**src/rtl/fwd_pkg.sv**
```systemverilog
// Shared types for the forward-stage batch sequencer: FSM state encoding and weight/bias word width.
package fwd_pkg;

  typedef logic [2:0] fwd_seq_state_t;

  localparam fwd_seq_state_t ST_IDLE  = 3'd0;
  localparam fwd_seq_state_t ST_LOAD  = 3'd1;
  localparam fwd_seq_state_t ST_RUN   = 3'd2;
  localparam fwd_seq_state_t ST_DRAIN = 3'd3;
  localparam fwd_seq_state_t ST_DONE  = 3'd4;

  // Packed weight matrix (NC x NP words) followed by NC bias words.
  function automatic int fwd_ww(input int np, input int nc, input int wf);
    return nc * np * wf + nc * wf;
  endfunction

endpackage

```
**src/rtl/fwd_credit_ctr.sv**
```systemverilog
// Per-channel issue counter with an outstanding-sample credit check against the completion count.
module fwd_credit_ctr #(
  parameter int WB     = 8,
  parameter int MAXOUT = 4
) (
  input  logic          clk,
  input  logic          rst_n,
  input  logic          clr,
  input  logic          inc,
  input  logic [WB-1:0] batch,
  input  logic [WB-1:0] cnt_c,
  output logic [WB-1:0] cnt_nxt,
  output logic          below,
  output logic          credit
);

  localparam logic [WB-1:0] MAXOUT_W = WB'(MAXOUT);

  logic [WB-1:0] cnt;
  logic [WB-1:0] outstanding;

  always_comb begin
    cnt_nxt     = cnt + {{(WB-1){1'b0}}, inc};
    // Wrapping difference is exact because completions never pass issues.
    outstanding = cnt - cnt_c;
    below       = cnt < batch;
    credit      = outstanding < MAXOUT_W;
  end

  always_ff @(posedge clk or negedge rst_n) begin
    if (!rst_n) begin
      cnt <= '0;
    end else if (clr) begin
      cnt <= '0;
    end else begin
      cnt <= cnt_nxt;
    end
  end

endmodule

```
**src/rtl/forward_sequencer.sv**
```systemverilog
// Batch controller: loads one weight/bias word, replays it per sample and gates the state stream under a credit limit.
// Optional FORWARD_SEQ_STALL_CNT_EN adds oStallCnt, a saturating count of credit-blocked RUN cycles.
module forward_sequencer
  import fwd_pkg::*;
#(
  parameter int NP     = 7,
  parameter int NC     = 11,
  parameter int WF     = 5,
  parameter int WB     = 8,
  parameter int MAXOUT = 4,
  localparam int WW    = fwd_ww(NP, NC, WF)
) (
  input  logic             iCLK,
  input  logic             iRST,
  input  logic             iStart,
  input  logic [WB-1:0]    iBatch,
  output logic             oBusy,
  output logic             oDone,
  input  logic             iValid_AS_WeightBias,
  output logic             oReady_AS_WeightBias,
  input  logic [WW-1:0]    iData_AS_WeightBias,
  output logic             oValid_BM_WeightBias,
  input  logic             iReady_BM_WeightBias,
  output logic [WW-1:0]    oData_BM_WeightBias,
  input  logic             iValid_AS_State0,
  output logic             oReady_AS_State0,
  input  logic [NP*WF-1:0] iData_AS_State0,
  output logic             oValid_BM_State0,
  input  logic             iReady_BM_State0,
  output logic [NP*WF-1:0] oData_BM_State0,
  input  logic             iValid_Mon_Accum,
  input  logic             iReady_Mon_Accum
`ifdef FORWARD_SEQ_STALL_CNT_EN
  ,
  output logic [31:0]      oStallCnt
`endif
);

  fwd_seq_state_t state, state_nxt;

  logic [WB-1:0] batch_r;
  logic [WB-1:0] cnt_c, cnt_c_nxt;
  logic [WB-1:0] cnt_w_nxt, cnt_s_nxt;
  logic [WW-1:0] wb_r;

  logic in_run, in_drain, start_fire, wb_fire;
  logic w_fire, s_fire, c_fire;
  logic w_below, w_credit, s_below, s_credit, w_gate, s_gate;

  always_comb begin
    in_run     = (state == ST_RUN);
    in_drain   = (state == ST_DRAIN);
    start_fire = (state == ST_IDLE) && iStart;

    oBusy = (state != ST_IDLE);
    oDone = (state == ST_DONE);

    oReady_AS_WeightBias = (state == ST_LOAD);
    wb_fire              = oReady_AS_WeightBias && iValid_AS_WeightBias;

    // Gates look only at registered counts so a raised valid cannot be withdrawn.
    w_gate = w_below && w_credit;
    s_gate = s_below && s_credit;

    oValid_BM_WeightBias = in_run && w_gate;
    oData_BM_WeightBias  = wb_r;
    w_fire               = oValid_BM_WeightBias && iReady_BM_WeightBias;

    oValid_BM_State0 = in_run && s_gate && iValid_AS_State0;
    oReady_AS_State0 = in_run && s_gate && iReady_BM_State0;
    oData_BM_State0  = iData_AS_State0;
    s_fire           = oValid_BM_State0 && iReady_BM_State0;

    c_fire    = (in_run || in_drain) && iValid_Mon_Accum && iReady_Mon_Accum;
    cnt_c_nxt = cnt_c + {{(WB-1){1'b0}}, c_fire};
  end

  always_comb begin
    state_nxt = state;
    case (state)
      ST_IDLE:  if (iStart) state_nxt = (iBatch == '0) ? ST_DONE : ST_LOAD;
      ST_LOAD:  if (wb_fire) state_nxt = ST_RUN;
      ST_RUN:   if (cnt_w_nxt == batch_r && cnt_s_nxt == batch_r) state_nxt = ST_DRAIN;
      ST_DRAIN: if (cnt_c_nxt == batch_r) state_nxt = ST_DONE;
      ST_DONE:  state_nxt = ST_IDLE;
      default:  state_nxt = ST_IDLE;
    endcase
  end

  always_ff @(posedge iCLK or negedge iRST) begin
    if (!iRST) begin
      state   <= ST_IDLE;
      batch_r <= '0;
      cnt_c   <= '0;
      wb_r    <= '0;
    end else begin
      state <= state_nxt;
      if (start_fire) begin
        batch_r <= iBatch;
        cnt_c   <= '0;
      end else begin
        cnt_c <= cnt_c_nxt;
      end
      if (wb_fire) wb_r <= iData_AS_WeightBias;
    end
  end

  fwd_credit_ctr #(.WB(WB), .MAXOUT(MAXOUT)) u_ctr_w (
    .clk     (iCLK),
    .rst_n   (iRST),
    .clr     (start_fire),
    .inc     (w_fire),
    .batch   (batch_r),
    .cnt_c   (cnt_c),
    .cnt_nxt (cnt_w_nxt),
    .below   (w_below),
    .credit  (w_credit)
  );

  fwd_credit_ctr #(.WB(WB), .MAXOUT(MAXOUT)) u_ctr_s (
    .clk     (iCLK),
    .rst_n   (iRST),
    .clr     (start_fire),
    .inc     (s_fire),
    .batch   (batch_r),
    .cnt_c   (cnt_c),
    .cnt_nxt (cnt_s_nxt),
    .below   (s_below),
    .credit  (s_credit)
  );

`ifdef FORWARD_SEQ_STALL_CNT_EN
  logic stall_hit;

  always_comb begin
    stall_hit = in_run && ((w_below && !w_credit) || (s_below && !s_credit));
  end

  always_ff @(posedge iCLK or negedge iRST) begin
    if (!iRST) begin
      oStallCnt <= '0;
    end else if (start_fire) begin
      oStallCnt <= '0;
    end else if (stall_hit && oStallCnt != 32'hFFFF_FFFF) begin
      oStallCnt <= oStallCnt + 32'd1;
    end
  end
`endif

endmodule

```
**config.mk**
```make
export PLATFORM = sky130hd
export DESIGN_NAME = forward_sequencer
export DESIGN_NICKNAME = d
export VERILOG_FILES = /design/src/rtl/fwd_pkg.sv /design/src/rtl/fwd_credit_ctr.sv /design/src/rtl/forward_sequencer.sv
export SDC_FILE = /design/constraint.sdc
export NUM_CORES = 1
export LEC_CHECK = 0
export BUFFER_PORTS_ARGS = -buffer_cell sky130_fd_sc_hd__buf_2
export CORE_AREA = 2 2 380 382
export DETAILED_ROUTE_END_ITERATION = 16
export DIE_AREA = 0 0 382 384
export PLACE_DENSITY = 0.33
export SLEW_MARGIN = 20
export SYNTH_ARGS = -nofsm -noshare
export SYNTH_HDL_FRONTEND = slang
export SYNTH_SLANG_ARGS = --single-unit
```
**constraint.sdc**
```tcl
create_clock -name iCLK -period 5.7 [get_ports iCLK]
set_input_delay 0.57 -clock iCLK [delete_from_list [all_inputs] [get_ports iCLK]]
set_output_delay 0.57 -clock iCLK [all_outputs]
set_load 0.02 [all_outputs]
```
==> results of run 1 <==
[worst paths after layout]
path                                                      start                              endpoint  slack, ns  depth (start not counted)
max                                          cnt_c[5]$_DFF_PN0_                      oReady_AS_State0       1.70                          6
min                                    iData_AS_WeightBias[328]  oData_BM_WeightBias[328]$_DFFE_PN0P_       0.13                          2
max reg2reg                                  cnt_c[5]$_DFF_PN0_                  state[0]$_DFFE_PN0P_       1.70                         13
min reg2reg                oData_BM_WeightBias[351]$_DFFE_PN0P_  oData_BM_WeightBias[351]$_DFFE_PN0P_       0.50                          1
max in group asynchronous                                  iRST  oData_BM_WeightBias[343]$_DFFE_PN0P_       3.73                          3
min in group asynchronous                                  iRST  oData_BM_WeightBias[414]$_DFFE_PN0P_       0.56                          2
[cell families after synthesis]
logic type,Yosys count
AO/OA/AOI/OAI,66
XOR/XNOR,29
adder cells (fa/ha/maj),32
buffers and inverters,108
flip-flops,475
multiplexers,447
AND/OR/NAND/NOR,133
[flip-flops by register name, summed over array words and instances, names as in the netlist]
register / cells
state: 3
batch_r: 8
u_ctr_w.cnt: 8
oData_BM_WeightBias: 440
u_ctr_s.cnt: 8
cnt_c: 8
[through the flow]
stage	instances	total power, mW	utilization	hold slack [ns]
2_1_floorplan	1290	9.838	-	0.2744
3_3_place_gp	4015	13.08	0.1812	0.4853
3_5_place_dp	4015	13.05	0.1812	0.4894
4_1_cts	4141	17.73	0.1979	0.03838
5_1_grt	4147	18.31	0.1980	0.06147
6_report	4151	17.25	0.1981	0.1298
[cells in the mapped netlist (all sizes together), types with 4 or more instances]
cell	instances	share of area
inv	15	0.0029
nor3b	4	0.0016
or4	4	0.0018
nand2b	9	0.0029
a21o	7	0.0027
ha	32	0.021
xor2	11	0.0050
nand3	15	0.0041
dfrtp	475	0.62
nor2b	12	0.0039
nor4	5	0.0016
nand2	24	0.0047
xnor2	18	0.0082
nor2	26	0.0052
nor3	10	0.0026
mux2	444	0.26
nand4	5	0.0016
buf	76	0.024
clkbuf	16	0.0032
and3	9	0.0029
a21oi	19	0.0053
o21ai	18	0.0047
[critical path, delay by kind of cell (launching register included)]
kind / cells / cell delay (ns)
flops: 1 / 0.51
compound gates: 1 / 0.30
buf+inv: 2 / 0.49
simple gates: 2 / 1.06
fa+ha+maj: 1 / 0.42
[power by group through the flow]
| stage | clock network (mW) | logic [mW] | registers (mW) |
|---|---|---|---|
| after floorplan | 0 | 2.02 | 7.82 |
| after global routing | 4.84 | 7.27 | 6.19 |
| final | 4.47 | 6.84 | 5.95 |
| after CTS | 4.70 | 7.05 | 5.98 |
| after global placement | 0 | 7.06 | 6.02 |
| after detailed placement | 0 | 7.04 | 6.01 |
[routing by layer]
metal  GRT usage  vias up  wire [µm]
met5           0        -        433
met1      0.1326     7047      33740
met4     0.03500       74       2406
li1            -     6368          -
met3     0.05406      191       8209
met2      0.1931      522      43280
[area by class of cell]
| cell class | instances | area, µm² | area share |
|---|---|---|---|
| diodes | 10 | 25.02 | 0.0008849 |
| clock buffers | 102 | 1971 | 0.06968 |
| clock inverters | 23 | 405.4 | 0.01434 |
| inverters | 16 | 73.82 | 0.002610 |
| multi-input cells | 707 | 6838 | 0.2418 |
| flip-flops and latches | 475 | 11890 | 0.4203 |
| well taps | 1903 | 2381 | 0.08420 |
| repair buffers | 915 | 4700 | 0.1662 |
==> results.py, run 1 <==
metrics = {
    "clocking": {
        "cts_setup_buffers": 0,
        "cts_buffers": 69,
        "h-tree-depth": 3,
        "holdBufCountCts": 1,
        "clk_pin_slew_ns": 0.06,
        "clk-insertion-delay-late_ns": 0.67,
        "cts_resized": 0,
        "cts-root-buf": "clkbuf_16",
        "clock_path_buffers": 3,
        "cts_sinks": 475,
        "cts_tree": "built",
    },
    "critical_path": {
        "cpMaxStageDelayCell": "or4_1",
        "critPathKind": "reg -> out",
        "cp-end-kind": "primary output",
        "crit_chain": "inv_1, ha_1, or4_1, a32o_1, nor4_1, buf_2",
        "slowest_delay_ns": 0.54,
        "cp_max_fo": 7,
        "crit_required_ns": 5.13,
        "start_kind": "register",
        "critPathArrivalTime_ns": 3.43,
    },
    "yosys": {
        "syn_avg_cell_area_um2": 14.98,
        "synthFlopType": "dfrtp_1",
        "synth.distinct_cells": 56,
        "synthMuxAreaShare": 0.2603,
        "ys.warnings.count": 0,
        "synth-xor-area-share": 0.01315,
        "synth_top_family_by_area": "multiplexers",
        "yosys.area_share.simple": 0.03672,
        "async_flop_share": 1.000,
        "synthesis.area_um2": 19320,
        "syn_nets": 1814,
        "synthAdderAreaFrac": 0.02072,
        "synth_edf_count": 0,
        "syn-instance-count": 1290,
        "synth_compound_area_frac": 0.02260,
        "ys_seq_elements": 475,
        "synth.yosys.seq_area_share": 0.6152,
    },
    "power_and_ir_drop": {
        "p_clk_frac": 0.259,
        "p_seq_frac": 0.345,
        "p_comb_frac": 0.397,
        "power_density_nw_per_um2": 610.1,
        "p_sw_mw": 6.927,
        "p_leak_nw": 13.19,
        "internal_power_mw": 10.33,
        "sw_frac_of_total": 0.4015,
        "ir_worst_vdd_uv": 244.2,
    },
    "sta": {
        "post-route-min-period_ns": 4.001,
        "setup_slack_ns": 1.699,
        "layout_worst_path_cycle_share": 0.7020,
        "slew_violations": 0,
        "setup_tns_ns": 0,
        "slew_headroom": 0.3666,
        "worst_slew_pin_slew_ns": 0.9501,
        "setup_violations": 0,
        "hold_viol": 0,
        "fin_skew_ns": 0.03253,
        "fmax_mhz": 249.9,
        "rsz0062_at_grt": "no",
    },
    "die": {
        "dieArea_um2": 146700,
        "rows": 139,
        "ios": 973,
        "start_util": 0.1353,
        "core_area_um2": 142800,
        "die_w_um": 382,
        "die_h_um": 384,
    },
    "detailed_routing": {
        "ant_nets": 0,
        "drc": 0,
        "wl_per_cell_um": 21.22,
        "first_pass_iters": 4,
        "wl_um": 88070,
        "via_per_inst": 3.421,
        "dr_total_vias": 14200,
        "dr.first_iter.drc_count": 507,
    },
    "global_route": {
        "grt_overflow": 0,
        "grt_start_max_net_pins": 123,
        "grt_util_all_layers": 0.1163,
        "grt_pass1_wl_um": 120400,
        "grt_antenna_before_repair": 65,
        "grt_pass1_vias": 14990,
    },
    "finish": {
        "final_common_cell": "buf_2",
        "fillers": 15680,
        "layout_common_cells": "buf_2 (901), dfrtp_1 (475), mux2_2 (444), clkbuf_16 (69), ha_1 (32)",
        "drive_above_1_share": 0.6604,
        "final_area_um2": 28280,
        "nets": 2708,
        "syn_to_final_growth_pct": 46.38,
    },
    "placed_design": {
        "place_ws_ns": 1.708,
        "dp_hpwl_um": 69370,
        "place.gp.congestion": 0.7760,
        "portBuffers": 902,
        "placed_area_um2": 25870,
    },
    "worst_hold_path": {
        "worstHoldPathType": "in -> reg",
    },
    "run": {
        "max_cap_violations": 0,
    },
    "run_status": {
        "status": "finished clean",
    },
}
Note: power is estimated with default switching activity, not from simulation.
==> run 2, diff against run 1 <==
Settings changed: PLACE_DENSITY 0.33 to 0.34.
Clock period 5.7 ns to 3.2 ns, I/O delays scaled along.
==> run 2 against run 1 <==
Compared with the run above:
- the run now ends with setup timing left
- worst hold slack got worse by 0.075 ns
- critical endpoint is now state[0]$_DFFE_PN0P_
- design area up 21%
- highest routed layer unchanged
- global-route usage is 0.062 points lower
- first-iteration DRC count rose by 0.99%
- wire length decreased by 0.40%
- count of clock-buffer cells in the layout fell by 4
- clock power is 75% higher
- largest cell class unchanged
- register-to-register slack worse by 1.8 ns
==> results.py, run 2 (synthesized netlist as in run 1, its figures left out) <==
metrics = {
    "run_status": {
        "status": "complete, but fails checks",
        "violations": "setup timing",
    },
    "critical_path": {
        "r2r_slack_ns": -0.11,
        "crit_buf_inv": 3,
        "cp_max_fo": 4,
        "crit_chain": "inv_2, buf_6, ha_4, xor2_1, or4_1, a32o_2, nor4_4, ha_4, ha_4, nand3_4, buf_6, xor2_4, and3_4, o2111ai_4, o211ai_1",
        "crit_required_ns": 3.76,
        "crit_top_cell": "ha_4",
        "path_depth": 15,
        "critPathKind": "reg -> reg",
        "r2r_cells": 15,
        "cp-end-kind": "register",
        "cp_top_family": "simple AND/OR/NAND/NOR gates",
        "start_kind": "register",
        "slowest_delay_ns": 0.46,
        "cpMaxStageDelayCell": "or4_1",
        "critPathArrivalTime_ns": 3.86,
    },
    "finish": {
        "final_common_cell": "buf_2",
        "largest_register_ffs": 440,
        "finalNonFillerCells": 4715,
        "final_area_um2": 34100,
        "syn_to_final_growth_pct": 76.52,
        "layout_common_cells": "buf_2 (898), dfrtp_1 (475), dlygate4sd3_1 (449), mux2_2 (443), buf_4 (117)",
        "drive_above_1_share": 0.5883,
        "nets": 3277,
    },
    "sta": {
        "whs_ns": 0.05468,
        "hold_viol": 0,
        "rsz0062_at_grt": "yes",
        "fin_skew_ns": 0.04213,
        "layout_worst_path_cycle_share": 1.034,
        "fmax_mhz": 302.3,
        "setup_tns_ns": -0.1321,
        "setup_slack_ns": -0.1075,
        "setup_violations": 2,
        "slew_headroom": 0.5058,
        "worst_slew_pin_slew_ns": 0.7413,
        "post-route-min-period_ns": 3.308,
        "slew_violations": 0,
    },
    "detailed_routing": {
        "dr_total_vias": 16270,
        "wl_um": 87720,
        "drc": 0,
        "dr.first_iter.drc_count": 512,
        "via_per_inst": 3.451,
        "first_pass_iters": 4,
        "ant_nets": 0,
        "wl_per_cell_um": 18.60,
    },
    "placed_design": {
        "place.gp.congestion": 0.7976,
        "placed_area_um2": 26840,
        "place_ws_ns": -0.4226,
        "dp_hpwl_um": 68480,
        "dp.cells": 4130,
        "portBuffers": 902,
    },
    "global_route": {
        "grt_pass1_wl_um": 123700,
        "grt_util_all_layers": 0.1157,
        "grt_pass1_vias": 17560,
        "grt_overflow": 0,
        "grt_start_max_net_pins": 79,
        "grt_antenna_before_repair": 23,
    },
    "die": {
        "die_h_um": 384,
        "dieArea_um2": 146700,
        "ios": 973,
        "start_util": 0.1353,
        "rows": 139,
        "die_w_um": 382,
        "core_area_um2": 142800,
    },
    "power_and_ir_drop": {
        "p_leak_nw": 15.69,
        "power_density_nw_per_um2": 932.2,
        "ir_worst_vdd_uv": 500.4,
    },
    "clocking": {
        "clock_path_buffers": 3,
        "cts-root-buf": "clkbuf_16",
        "clk_pin_slew_ns": 0.06,
        "cts_sinks": 475,
        "cts_buffers": 68,
        "cts_tree": "built",
        "clk-insertion-delay-late_ns": 0.65,
        "h-tree-depth": 3,
    },
    "worst_hold_path": {
        "worstHoldPathType": "in -> reg",
        "whs_path_depth": 2,
    },
    "run": {
        "max_cap_violations": 0,
    },
}
[run 2: cell count changes in the layout (fill, tap and decap cells not counted), sizes merged]
cell	previous run	this run
inv	16	17
dlygate4sd3	1	449
buf	914	1036
clkbuf	102	98
diode	10	9
bufinv	6	4
clkinv	16	13
clkinvlp	1	4
[run 2: metrics by stage]
| stage | power [mW] | util |
|---|---|---|
| finish | 31.79 | 0.2388 |
| global route | 33.69 | 0.2387 |
| CTS | 32.39 | 0.2374 |
| detailed placement | 23.63 | 0.1880 |
| global placement | 23.67 | 0.1880 |
| floorplan | 17.54 | - |
[run 2: metal layers]
metal  vias up  wire length, µm  part of all wire  global-route usage
met5         -              191            0.0022                   0
met4        28             3611             0.041             0.04761
met3       171             6006             0.068             0.03871
met2       534            43980              0.50              0.1990
met1      8041            33940              0.39              0.1308
li1       7498                -                 -                   -
[run 2: final timing paths]
| path | startpoint | to |
|---|---|---|
| setup / recovery | cnt_c[6]$_DFF_PN0_ | state[0]$_DFFE_PN0P_ |
| hold reg to reg | oData_BM_WeightBias[155]$_DFFE_PN0P_ | oData_BM_WeightBias[155]$_DFFE_PN0P_ |
| hold / removal | iData_AS_WeightBias[370] | oData_BM_WeightBias[370]$_DFFE_PN0P_ |
| setup reg to reg | cnt_c[6]$_DFF_PN0_ | state[0]$_DFFE_PN0P_ |
| min in group asynchronous | iRST | oData_BM_WeightBias[409]$_DFFE_PN0P_ |
| max in group asynchronous | iRST | oData_BM_WeightBias[263]$_DFFE_PN0P_ |
[run 2: cell type report]
type	instances	area [µm²]
Inverter	16	73.82
Timing Repair Buffer	1485	10210
Clock buffer	98	1974
Clock inverter	22	361.6
Multi-Input combinational cell	707	7192
Antenna cell	9	22.52
Tap cell	1903	2381
Fill cell	15300	108700
Sequential cell	475	11890
[run 2: where the power goes]
part / internal [mW] / total, mW / switching [mW]
clock: 4.62 / 7.84 / 3.22
sequential: 8.93 / 10.5 / 1.52
combinational: 5.62 / 13.5 / 7.88
[run 2: timing repair]
item	CTS	global route
buffers inserted	4	4
endpoints found under the setup margin	7	11
resized for setup	36	33
hold endpoints to repair	496	0
hold buffers	449	0
pin swaps	17	27
==> run 3, diff against run 2 <==
==> constraint.sdc (replaced) <==
create_clock -name iCLK -period 3.2 [get_ports iCLK]
set_input_delay 0.48 -clock iCLK [delete_from_list [all_inputs] [get_ports iCLK]]
set_output_delay 0.48 -clock iCLK [all_outputs]
set_load 0.02 [all_outputs]
==> run 3 against run 2 <==
Compared with the run above:
- the run still ends with setup timing left
- first-iteration DRC count is 10% lower
- non-clock buffer count fell by 98
- largest power group unchanged
- die area did not move
==> results.py, run 3 (synthesized netlist as in run 1, its figures left out) <==
metrics = {
    "sta": {
        "layout_worst_path_cycle_share": 1.092,
        "slew_headroom": 0.6546,
        "fmax_mhz": 286.2,
        "fin_skew_ns": 0.02953,
        "setup_violations": 3,
        "slew_violations": 0,
        "rsz0062_at_grt": "yes",
        "hold_viol": 0,
        "post-route-min-period_ns": 3.495,
        "setup_slack_ns": -0.2946,
        "worst_slew_pin_slew_ns": 0.5181,
        "whs_ns": 0.07717,
    },
    "global_route": {
        "grtUsageMet1": 0.1310,
        "grt_pass1_wl_um": 120700,
        "grt_use_met3": 0.03756,
        "met2_usage": 0.1940,
        "grt_util_all_layers": 0.1141,
        "grt_overflow": 0,
        "grt_start_max_net_pins": 69,
        "grt_antenna_before_repair": 28,
        "grt-busiest-layer": "met2",
        "grt_pass1_vias": 16720,
    },
    "power_and_ir_drop": {
        "p_total_mw": 31.41,
        "power_density_nw_per_um2": 953.1,
        "p_comb_frac": 0.427,
        "p_leak_nw": 15.23,
        "sw_frac_of_total": 0.3964,
        "p_sw_mw": 12.45,
        "ir_worst_vdd_uv": 473.9,
        "p_clk_frac": 0.241,
        "internal_power_mw": 18.96,
        "p_seq_frac": 0.332,
    },
    "clocking": {
        "cts_tree": "built",
        "clock_path_buffers": 3,
        "cts_buffers": 66,
        "cts_sinks": 475,
        "cts-root-buf": "clkbuf_16",
        "h-tree-depth": 3,
        "clk-insertion-delay-late_ns": 0.64,
        "clk_pin_slew_ns": 0.06,
    },
    "run": {
        "max_cap_violations": 0,
    },
    "critical_path": {
        "cp-startpoint": "cnt_c[6]$_DFF_PN0_",
        "critPathKind": "reg -> reg",
        "start_kind": "register",
        "timing.rr.start": "cnt_c[6]$_DFF_PN0_",
        "cp-end-kind": "register",
        "r2r_cells": 13,
        "critPathArrivalTime_ns": 4.05,
        "crit_required_ns": 3.75,
        "cp_max_fo": 4,
    },
    "die": {
        "ios": 973,
        "dieArea_um2": 146700,
        "die_h_um": 384,
        "core_area_um2": 142800,
        "start_util": 0.1353,
        "die_w_um": 382,
        "rows": 139,
    },
    "detailed_routing": {
        "drc": 0,
        "dr.first_iter.drc_count": 459,
        "first_pass_iters": 4,
        "wl_um": 87080,
        "ant_nets": 0,
        "via_per_inst": 3.442,
        "wl_per_cell_um": 18.88,
        "dr_total_vias": 15880,
    },
    "finish": {
        "drive_above_1_share": 0.6036,
        "final_area_um2": 32960,
        "layout_common_cells": "buf_2 (898), dfrtp_1 (475), mux2_2 (444), dlygate4sd3_1 (352), buf_4 (114)",
        "nets": 3177,
        "final_util": 0.2308,
        "fillers": 15420,
        "seq_area_um2": 11890,
        "syn_to_final_growth_pct": 70.58,
        "final_common_cell": "buf_2",
        "largest_register_ffs": 440,
        "multi_input_area_um2": 7127,
        "finalNonFillerCells": 4612,
    },
    "worst_hold_path": {
        "whs_path_depth": 2,
        "min_from": "iData_AS_WeightBias[308]",
        "worstHoldPathType": "in -> reg",
    },
    "placed_design": {
        "portBuffers": 902,
        "placed_area_um2": 26890,
        "place.gp.congestion": 0.7936,
        "dp_hpwl_um": 68430,
        "dp.cells": 4130,
    },
    "run_status": {
        "violations": "setup timing",
        "status": "complete, but fails checks",
    },
}
==> run 3: cell count changes in the layout (fill, tap and decap cells not counted), sizes merged <==
cell and delta:
buf -1, diode -2, inv +5, clkinvlp -3
dlygate4sd3 -97, clkinv -6, clkbuf +1
==> run 3: routing by layer <==
metal	routed length [µm]	share of wire
met3	6712	0.077
met5	182	0.0021
met4	3004	0.034
met1	33540	0.39
met2	43640	0.50
==> run 3: area by class of cell <==
type                            count  share of cell area
Clock buffer                       99             0.05877
Antenna cell                        7           0.0005315
Multi-Input combinational cell    707              0.2163
Tap cell                         1903             0.07225
Timing Repair Buffer             1387              0.2815
Inverter                           16            0.002240
Clock inverter                     18            0.007783
Sequential cell                   475              0.3607
==> run 3: final timing paths <==
path / to / slack (ns)
worst max-delay path: state[0]$_DFFE_PN0P_ / -0.29
worst max register to register: state[0]$_DFFE_PN0P_ / -0.29
worst min register to register: oData_BM_WeightBias[251]$_DFFE_PN0P_ / 0.50
min in group asynchronous: oData_BM_WeightBias[53]$_DFFE_PN0P_ / 0.31
max in group asynchronous: oData_BM_WeightBias[219]$_DFFE_PN0P_ / 1.88
worst min-delay path: oData_BM_WeightBias[308]$_DFFE_PN0P_ / 0.08
==> run 3: per-stage QoR <==
stage | setup slack (ns) | TNS, ns
floorplan | 0.008874 | 0
global placement | -0.3660 | -0.4023
detailed placement | -0.4363 | -0.6467
CTS | -0.3203 | -0.9103
global route | -0.4923 | -1.638
finish | -0.2946 | -0.5914
==> run 3: power groups by stage <==
| stage | combinational (mW) | clock (mW) | sequential, mW |
|---|---|---|---|
| after detailed placement | 13.1 | 0 | 10.5 |
| after CTS | 13.6 | 7.93 | 10.5 |
| after global routing | 14.2 | 8.16 | 10.9 |
| after global placement | 13.2 | 0 | 10.5 |
| final | 13.4 | 7.56 | 10.4 |
| after floorplan | 3.60 | 0 | 13.9 |
==> run 3: what timing repair did <==
action	CTS	global route
setup endpoints to repair	9	12
gates cloned	0	0
hold buffers	352	0
pin swaps	3	14
gates resized for setup	17	37
endpoints found under the hold margin	386	0
buffers inserted	1	6
==> run 3: critical path: stages, from the launching register on <==
cell and delay, ns:
dfrtp_1 0.36, inv_2 0.05, buf_6 0.12, ha_4 0.25, xor2_1 0.16, or4_1 0.48
a32o_2 0.31, nor4_4 0.32, ha_2 0.34, or3_1 0.34, a21oi_1 0.19, o221a_2 0.21
o2111ai_2 0.09, o211ai_1 0.20
